--- src/rtl/bsg_arb_pkg.sv ---
// Shared types and helpers for the round-robin lock arbiter.
package bsg_arb_pkg;

  typedef enum logic [0:0] {eIdle, eBusy} arb_state_e;

  function automatic int unsigned bsg_arb_id_width(input int unsigned n);
    return $clog2(n);
  endfunction

endpackage

--- src/rtl/bsg_arb_rr_pick.sv ---
// Combinational round-robin pick: lowest request above last_id, else lowest request overall.
module bsg_arb_rr_pick
  import bsg_arb_pkg::*;
#(
  parameter int unsigned inputs_p = 4
) (
  input  logic [inputs_p-1:0]                           reqs,
  input  logic [bsg_arb_id_width(inputs_p)-1:0]         last_id,
  output logic [inputs_p-1:0]                           grant_oh,
  output logic [bsg_arb_id_width(inputs_p)-1:0]         grant_id,
  output logic                                          any_v
);

  localparam int unsigned IdW = bsg_arb_id_width(inputs_p);

  logic [inputs_p-1:0] mask;
  logic [inputs_p-1:0] masked_reqs;
  logic [inputs_p-1:0] scan_masked;
  logic [inputs_p-1:0] scan_all;
  logic [inputs_p-1:0] scan_sel;

  always_comb begin
    mask = '0;
    for (int k = 0; k < int'(inputs_p); k++) begin
      mask[k] = (k > int'(last_id));
    end
  end

  assign masked_reqs = reqs & mask;

  bsg_scan #(
    .width_p   (inputs_p),
    .or_p      (1'b1),
    .lo_to_hi_p(1'b1)
  ) u_scan_masked (
    .i(masked_reqs),
    .o(scan_masked)
  );

  bsg_scan #(
    .width_p   (inputs_p),
    .or_p      (1'b1),
    .lo_to_hi_p(1'b1)
  ) u_scan_all (
    .i(reqs),
    .o(scan_all)
  );

  // Wrap to the unmasked scan only when nothing is pending above last_id.
  assign scan_sel = (|masked_reqs) ? scan_masked : scan_all;
  assign grant_oh = scan_sel & ~(scan_sel << 1);
  assign any_v    = |reqs;

  always_comb begin
    grant_id = '0;
    for (int k = 0; k < int'(inputs_p); k++) begin
      if (grant_oh[k]) grant_id = grant_id | IdW'(k);
    end
  end

endmodule

--- src/rtl/bsg_scan.sv ---
// Prefix scan (OR or AND) in either direction across a vector.
module bsg_scan #(
  parameter int unsigned width_p    = 4,
  parameter bit          or_p       = 1'b1,
  parameter bit          lo_to_hi_p = 1'b1
) (
  input  logic [width_p-1:0] i,
  output logic [width_p-1:0] o
);

  always_comb begin
    o = '0;
    if (lo_to_hi_p) begin
      o[0] = i[0];
      for (int k = 1; k < int'(width_p); k++) begin
        o[k] = or_p ? (o[k-1] | i[k]) : (o[k-1] & i[k]);
      end
    end else begin
      o[width_p-1] = i[width_p-1];
      for (int k = int'(width_p) - 2; k >= 0; k--) begin
        o[k] = or_p ? (o[k+1] | i[k]) : (o[k+1] & i[k]);
      end
    end
  end

endmodule

--- src/rtl/bsg_arb_rr_lock.sv ---
// Registered round-robin arbiter with lock/hold; BSG_ARB_RR_HOLD_LIMIT_EN bounds
// consecutive locked re-grants to hold_max_p.
module bsg_arb_rr_lock
  import bsg_arb_pkg::*;
#(
  parameter int unsigned inputs_p   = 4,
  parameter int unsigned hold_max_p = 4
) (
  input  logic                                  clk_i,
  input  logic                                  reset_n_i,
  input  logic [inputs_p-1:0]                   reqs_i,
  input  logic [inputs_p-1:0]                   lock_i,
  output logic                                  v_o,
  output logic [inputs_p-1:0]                   grants_o,
  output logic [bsg_arb_id_width(inputs_p)-1:0] grant_id_o,
  input  logic                                  yumi_i
);

  localparam int unsigned IdW = bsg_arb_id_width(inputs_p);

  arb_state_e          state_q, state_d;
  logic [inputs_p-1:0] grants_q, grants_d;
  logic [IdW-1:0]      id_q, id_d;
  logic [IdW-1:0]      last_id_q, last_id_d;
  logic                hold_ok;

  logic [inputs_p-1:0] pick_oh;
  logic [IdW-1:0]      pick_id;
  logic                pick_v;

  bsg_arb_rr_pick #(
    .inputs_p(inputs_p)
  ) u_pick (
    .reqs    (reqs_i),
    .last_id (last_id_q),
    .grant_oh(pick_oh),
    .grant_id(pick_id),
    .any_v   (pick_v)
  );

`ifdef BSG_ARB_RR_HOLD_LIMIT_EN
  localparam int unsigned HoldW = $clog2(hold_max_p + 1);
  logic [HoldW-1:0] hold_q, hold_d;
  assign hold_ok = (hold_q < HoldW'(hold_max_p));
`else
  assign hold_ok = 1'b1;
`endif

  always_comb begin
    state_d   = state_q;
    grants_d  = grants_q;
    id_d      = id_q;
    last_id_d = last_id_q;
`ifdef BSG_ARB_RR_HOLD_LIMIT_EN
    hold_d    = hold_q;
`endif
    unique case (state_q)
      eIdle: begin
        if (pick_v) begin
          state_d   = eBusy;
          grants_d  = pick_oh;
          id_d      = pick_id;
          last_id_d = pick_id;
`ifdef BSG_ARB_RR_HOLD_LIMIT_EN
          hold_d    = '0;
`endif
        end
      end
      eBusy: begin
        if (yumi_i) begin
          if (lock_i[id_q] && reqs_i[id_q] && hold_ok) begin
`ifdef BSG_ARB_RR_HOLD_LIMIT_EN
            hold_d = hold_q + HoldW'(1);
`endif
          end else if (pick_v) begin
            // last_id_q equals id_q here, so the current winner ranks lowest.
            grants_d  = pick_oh;
            id_d      = pick_id;
            last_id_d = pick_id;
`ifdef BSG_ARB_RR_HOLD_LIMIT_EN
            hold_d    = '0;
`endif
          end else begin
            state_d  = eIdle;
            grants_d = '0;
            id_d     = '0;
`ifdef BSG_ARB_RR_HOLD_LIMIT_EN
            hold_d   = '0;
`endif
          end
        end
      end
      default: state_d = eIdle;
    endcase
  end

  always_ff @(posedge clk_i) begin
    if (!reset_n_i) begin
      state_q   <= eIdle;
      grants_q  <= '0;
      id_q      <= '0;
      last_id_q <= IdW'(inputs_p - 1);
`ifdef BSG_ARB_RR_HOLD_LIMIT_EN
      hold_q    <= '0;
`endif
    end else begin
      state_q   <= state_d;
      grants_q  <= grants_d;
      id_q      <= id_d;
      last_id_q <= last_id_d;
`ifdef BSG_ARB_RR_HOLD_LIMIT_EN
      hold_q    <= hold_d;
`endif
    end
  end

  assign v_o        = (state_q == eBusy);
  assign grants_o   = grants_q;
  assign grant_id_o = id_q;

  a_yumi_valid: assert property (@(posedge clk_i) disable iff (!reset_n_i) yumi_i |-> v_o)
    else $error("bsg_arb_rr_lock: yumi without valid");

  a_params: assert property (@(posedge clk_i)
      (inputs_p >= 2) && (inputs_p <= 32) && (hold_max_p >= 1))
    else $error("bsg_arb_rr_lock: illegal parameters");

endmodule

--- config.mk ---
export PLATFORM = sky130hd
export DESIGN_NAME = bsg_arb_rr_lock
export DESIGN_NICKNAME = d
export VERILOG_FILES = /design/src/rtl/bsg_arb_pkg.sv /design/src/rtl/bsg_arb_rr_pick.sv /design/src/rtl/bsg_scan.sv /design/src/rtl/bsg_arb_rr_lock.sv
export SDC_FILE = /design/constraint.sdc
export NUM_CORES = 1
export LEC_CHECK = 0
export BUFFER_PORTS_ARGS = -buffer_cell sky130_fd_sc_hd__buf_2
export CAP_MARGIN = 20
export CORE_MARGIN = 1.5
export CORE_UTILIZATION = 30
export CTS_BUF_LIST = sky130_fd_sc_hd__clkbuf_4
export DETAILED_ROUTE_END_ITERATION = 16
export MAX_ROUTING_LAYER = met4
export PLACE_DENSITY = 0.62
export SLEW_MARGIN = 40
export SYNTH_ARGS = -nofsm -noshare
export SYNTH_HDL_FRONTEND = slang
export SYNTH_HIERARCHICAL = 1
export SYNTH_SLANG_ARGS = --single-unit
--- constraint.sdc ---
create_clock -name clk_i -period 3.8 [get_ports clk_i]
set_input_delay 0.57 -clock clk_i [delete_from_list [all_inputs] [get_ports clk_i]]
set_output_delay 0.57 -clock clk_i [all_outputs]
set_load 0.03 [all_outputs]
## Yosys cells after proc, flatten, opt, wreduce, memory -nomap -nowiden

Index checks and enable logic that the tools add are counted.

- Magnitude comparators: 4
- Equal/unequal tests: 3
- Multiplexer cells: 26
- Bitwise logic cells: 10
- Reduce and logical (&&, ||, !) cells: 5

Operators by type and width:

| cell | number |
|---|---|
| $mux W4 | 5 |
| $mux W2 | 9 |
| $and A4 B4 Y4 | 2 |
| $pmux W2 S2 | 2 |
| $pmux W4 S2 | 1 |
| $reduce_or A4 Y1 | 2 |
| $mux W1 | 6 |
| $ne A2 B2 Y1 const B | 3 |
| $or A1 B1 Y1 | 6 |
| $bmux W1 S2 | 2 |
| $gt A2 B2 Y1 const A | 2 |
| $not A4 Y4 | 1 |
| $lt A2 B3 Y1 const B | 1 |
| $reduce_and A3 Y1 | 1 |
| $gt A1 B2 Y1 const A | 1 |
| $pmux W1 S2 | 1 |
| $reduce_and A2 Y1 | 1 |
| $logic_and A1 B1 Y1 | 1 |
| $not A1 Y1 | 1 |

- Bits in registers: 9
- Input port bits: 11
- Output and inout port bits: 7
- Word-level logic and storage cells: 52

## Longest topological paths before layout

- Depth after elaboration: 15
- Mapped depth: 7
- Gate-level depth less buffers: 7

## Hierarchy

Netlist, hierarchy kept.

By module, submodules not included:

| module | times used | cells each | area an instance (um^2) | seq. area each (um^2) |
|---|---|---|---|---|
| bsg_arb_rr_lock | 1 | 36 | 415.4 | 180.2 |
| bsg_arb_rr_pick | 1 | 30 | 191.4 | 0.0 |
| bsg_scan | 2 | 4 | 27.5 | 0.0 |

## Worst setup path after synthesis

No wires, ideal clock.

- Path type: input port to flip-flop
- From: in reqs_i[1]
- To: reg grants_q[3] (netlist: grants_o[3])
- Setup time: 0.117 ns
- Arrival: 1.820 ns
- Data required time: 3.683 ns
- Setup slack: 1.863 ns
- Stages on the path: 5
- Buffers on the path: 0
- Cells stage by stage: nor3b_1 -> or4_1 -> nor2b_1 -> mux2_4 -> a32o_2

- Word-level cells in the longest chain between the ends: 10

Ends and longest elaborated chain:

| what | line | source |
|---|---|---|
| start: declaration | bsg_arb_rr_lock.sv:11 | `input logic [inputs_p-1:0] reqs_i,` |
| $and A4 B4 Y4 * | bsg_arb_rr_pick.sv:29 | `assign masked_reqs = reqs & mask;` |
| $or A1 B1 Y1 * (3 in a row) | bsg_scan.sv:16 | `o[k] = or_p ? (o[k-1] \| i[k]) : (o[k-1] & i[k]);` |
| named net u_pick.scan_masked[3] | bsg_arb_rr_pick.sv:18 | `logic [inputs_p-1:0] scan_masked;` |
| $mux W4 * | bsg_arb_rr_pick.sv:50 | `assign scan_sel = (\|masked_reqs) ? scan_masked : scan_all;` |
| $and A4 B4 Y4 * | bsg_arb_rr_pick.sv:51 | `assign grant_oh = scan_sel & ~(scan_sel << 1);` |
| named net pick_oh[3] | bsg_arb_rr_lock.sv:27 | `logic [inputs_p-1:0] pick_oh;` |
| $mux W4 | bsg_arb_rr_lock.sv:75 | `end else if (pick_v) begin` |
| $mux W4 | bsg_arb_rr_lock.sv:71 | `if (lock_i[id_q] && reqs_i[id_q] && hold_ok) begin` |
| $mux W4 | bsg_arb_rr_lock.sv:70 | `if (yumi_i) begin` |
| $pmux W4 S2 * | bsg_arb_rr_lock.sv:57 | `unique case (state_q)` |
| end signal: assignment | bsg_arb_rr_lock.sv:108 | `grants_q <= grants_d;` |
| end: declaration | bsg_arb_rr_lock.sv:22 | `logic [inputs_p-1:0] grants_q, grants_d;` |

Mark *: on every way through the listed nets, which the timed path passes. The rest lies on a longest branch. The select of a mux whose other input is x is not followed.
A chain may end at the register's enable or synchronous reset.

## Final worst setup path

- From: in reqs_i[1]
- To: reg id_q[0] (netlist: grant_id_o[0])

RTL lines:

| what | line | source |
|---|---|---|
| $and A4 B4 Y4 * | bsg_arb_rr_pick.sv:29 |  |
| named net u_pick.masked_reqs[1] | bsg_arb_rr_pick.sv:17 | `logic [inputs_p-1:0] masked_reqs;` |
| $or A1 B1 Y1 * (3 in a row) | bsg_scan.sv:16 |  |
| named net u_pick.scan_masked[3] | bsg_arb_rr_pick.sv:18 |  |
| $mux W4 * | bsg_arb_rr_pick.sv:50 |  |
| $and A4 B4 Y4 * | bsg_arb_rr_pick.sv:51 |  |
| $mux W2 * | bsg_arb_rr_pick.sv:57 | `if (grant_oh[k]) grant_id = grant_id \| IdW'(k);` |
| named net pick_id[0] | bsg_arb_rr_lock.sv:28 | `logic [IdW-1:0] pick_id;` |
| $mux W2 | bsg_arb_rr_lock.sv:75 |  |
| $mux W2 | bsg_arb_rr_lock.sv:71 |  |
| $mux W2 | bsg_arb_rr_lock.sv:70 |  |
| $pmux W2 S2 * | bsg_arb_rr_lock.sv:57 |  |
| end signal: assignment | bsg_arb_rr_lock.sv:109 | `id_q <= id_d;` |
| end: declaration | bsg_arb_rr_lock.sv:23 | `logic [IdW-1:0] id_q, id_d;` |

Marked as above.

==> impl_metrics.env <==
export IMPL_status="finished clean"
export IMPL_h_tree_depth=1
export IMPL_wire_per_inst_um=12.1
export IMPL_drc=0
export IMPL_clkSinkCount=9
export IMPL_grt_pass1_vias=574
export IMPL_min_delay_start="grants_o[2]"
export IMPL_syn_inst=74
export IMPL_cts_clk_slew_worst_paths_ns=0.06
export IMPL_cts_made_buffers=3
export IMPL_regToRegStartpoint="last_id_q[1]"
export IMPL_final_cell_area_um2=793
export IMPL_ys_ff_latch=9
export IMPL_finalSetupViolations=0
export IMPL_leakage_uw=0.000399
export IMPL_fillers=212
export IMPL_slew_violations=0
export IMPL_finalPower_uw=298
export IMPL_synth_avg_cell_area_um2=8.94
export IMPL_die_y_um=50.0
export IMPL_cts_hold_buffers_added=0
export IMPL_num_vias=629
export IMPL_drt_first_pass_iters=4
export IMPL_place_area_um2=763
export IMPL_die_x_um=50.0
export IMPL_regToRegEndpoint="last_id_q[0]"
export IMPL_nNetsFinal=107
export IMPL_start_kind="primary input"
export IMPL_ios=18
export IMPL_ys_seq_area_share_pct=27.2
export IMPL_grt_max_degree=11
export IMPL_clk_latency_ns=0.25
export IMPL_hold_viol=0
export IMPL_crit_required_ns=3.94
export IMPL_fp_coreArea_um2=2020
export IMPL_fin_skew_ns=0.00427
export IMPL_cts_tree="built"
export IMPL_dieArea_um2=2500
export IMPL_p_per_area_nw_per_um2=376
export IMPL_vdd_drop_max_mv=0.213
export IMPL_rsz0062_at_grt="false"
export IMPL_yosysUniqueCellTypes=34
export IMPL_min_to="grants_o[2]"
export IMPL_cp_max_fo=7
export IMPL_port_buffers=17
export IMPL_critPathCaptureType="flip-flop"
export IMPL_cts_buffer_depth=2
export IMPL_hold_path_depth=1
export IMPL_fin_tns_setup_ns=0
export IMPL_drive_above_1_share_pct=36.8
export IMPL_antenna_found_initial=0
export IMPL_num_antenna_cells=0
export IMPL_vias_per_cell=5.16
export IMPL_holdWs_ns=0.465
export IMPL_grt_pass1_wl_um=2440
export IMPL_dp_hpwl_um=1190
export IMPL_period_share_pct=51.3
export IMPL_rrSetupSlack_ns=1.89
export IMPL_synth_cell_area_um2=662
export IMPL_fin_crit_ns=1.95
export IMPL_track_usage_pct=13.1
export IMPL_ctsRootBufferMaster="clkbuf_4"
export IMPL_crit_arrival_ns=2.09
export IMPL_criticalPathCategory="in -> reg"
export IMPL_cts_resized=0
export IMPL_gp_congestion=0.851
export IMPL_ant_nets=0
export IMPL_timing_fmax_mhz=513
export IMPL_yosysWarnings=6
export IMPL_hp_class="reg -> reg"
export IMPL_cts_setup_buffers=0
export IMPL_gr_total_overflow=0
export IMPL_reg2regPathDepth=7
export IMPL_initial_core_util_pct=32.7
export IMPL_core_rowCount=16
export IMPL_layout_area_overhead_vs_synth_pct=19.8
export IMPL_drv_cap=0
export IMPL_routed_wl_um=1480
export IMPL_drtIter0Drc=16
-- kinds of logic (layout without fill, tap and decap cells) --
logic type	after synthesis	count (layout)	share of synthesized area, %
AND/OR/NAND/NOR	24	24	23.3
flip-flops	9	9	27.2
buffers and inverters	12	30	9.45
multiplexers	6	6	9.83
AO/OA/AOI/OAI	22	22	29.7
other	1	4	0.567
-- cell type report --
type | count | area, um^2 | area share, %
Sequential cell | 9 | 180 | 22.7
Timing Repair Buffer | 17 | 85.1 | 10.7
Tap cell | 27 | 33.8 | 4.26
Multi-Input combinational cell | 56 | 430 | 54.3
Inverter | 9 | 33.8 | 4.26
Clock buffer | 4 | 30.0 | 3.79
-- report_power, final --
part | internal [uW] | total (uW) | switching (uW)
Combinational | 45.5 | 103 | 57.9
Clock | 47.4 | 77.7 | 30.3
Sequential | 105 | 117 | 12.0
-- flip-flops by register name, indices dropped and copies added (netlist names) --
register    cells
grant_id_o      2
v_o             1
grants_o        4
last_id_q       2
-- per-stage QoR --
| step | setup WS (ns) | std cells | utilization, % |
|---|---|---|---|
| 6_report | 1.85 | 122 | 39.2 |
| 5_1_grt | 1.81 | 122 | 39.2 |
| 4_1_cts | 1.88 | 122 | 39.2 |
| 3_5_place_dp | 1.63 | 118 | 37.7 |
| 3_3_place_gp | 1.66 | 118 | 37.7 |
| 2_1_floorplan | 1.86 | 77 | - |
-- critical path, stage by stage --
cell	delay, ns
buf_2	0.14
nor3b_1	0.16
or4_1	0.51
nor2b_1	0.17
a21oi_1	0.17
mux2i_1	0.13
a32o_1	0.25
-- routing by layer --
metal / global-route usage [%] / up-vias / share of wire (%)
met1: 15.7 / 292 / 43
li1: - / 311 / -
met4: 7.41 / 0 / 1.4
met2: 21.1 / 22 / 49
met5: - / - / 0
met3: 1.82 / 4 / 5.7
-- cells in the mapped netlist --
| library cell | count | area (um^2) |
|---|---|---|
| a211o_1 | 1 | 8.76 |
| a21boi_0 | 1 | 7.51 |
| a21o_2 | 1 | 8.76 |
| a21oi_1 | 5 | 25.0 |
| a21oi_2 | 1 | 8.76 |
| a31oi_2 | 1 | 12.5 |
| a32o_1 | 2 | 20.0 |
| a32o_2 | 4 | 45.0 |
| and2b_2 | 1 | 8.76 |
| and3_4 | 1 | 11.3 |
| buf_4 | 2 | 15.0 |
| clkbuf_8 | 1 | 13.8 |
| conb_1 | 1 | 3.75 |
| dfxtp_1 | 9 | 180 |
| inv_1 | 8 | 30.0 |
| inv_2 | 1 | 3.75 |
| mux2_4 | 1 | 15.0 |
| mux2i_1 | 5 | 50.1 |
| nand2_1 | 7 | 26.3 |
| nand3_1 | 1 | 5.00 |
| nand3b_4 | 1 | 20.0 |
| nand4_1 | 1 | 6.26 |
| nand4b_1 | 1 | 8.76 |
| nor2_1 | 2 | 7.51 |
| nor2b_1 | 2 | 12.5 |
| nor3b_1 | 1 | 7.51 |
| o211a_4 | 1 | 17.5 |
| o21a_1 | 1 | 7.51 |
| o21ai_0 | 1 | 5.00 |
| o221ai_1 | 2 | 17.5 |
| o22ai_2 | 1 | 12.5 |
| or2_1 | 2 | 12.5 |
| or3_1 | 2 | 12.5 |
| or4_1 | 2 | 15.0 |
-- worst max-delay path by stage --
stage,cells past startpoint,slack (ns),to,from
after floorplan,5,1.86,grants_o[3],reqs_i[1]
after global placement,6,1.66,grants_o[3],reqs_i[1]
after global routing,7,1.81,last_id_q[1],last_id_q[1]
after detailed placement,7,1.63,grant_id_o[0],reqs_i[1]
after CTS,7,1.88,grant_id_o[0],reqs_i[1]
final,7,1.85,grant_id_o[0],reqs_i[1]
-- layout by cell type, fill, tap and decap left out, drive strengths merged, types with 4 or more instances in the layout --
cell type / count
a21oi: 6
mux2i: 5
dfxtp: 9
conb: 4
clkbuf: 4
inv: 9
nand2: 7
buf: 17
a32o: 6
Power figures use the tool's default switching activity.
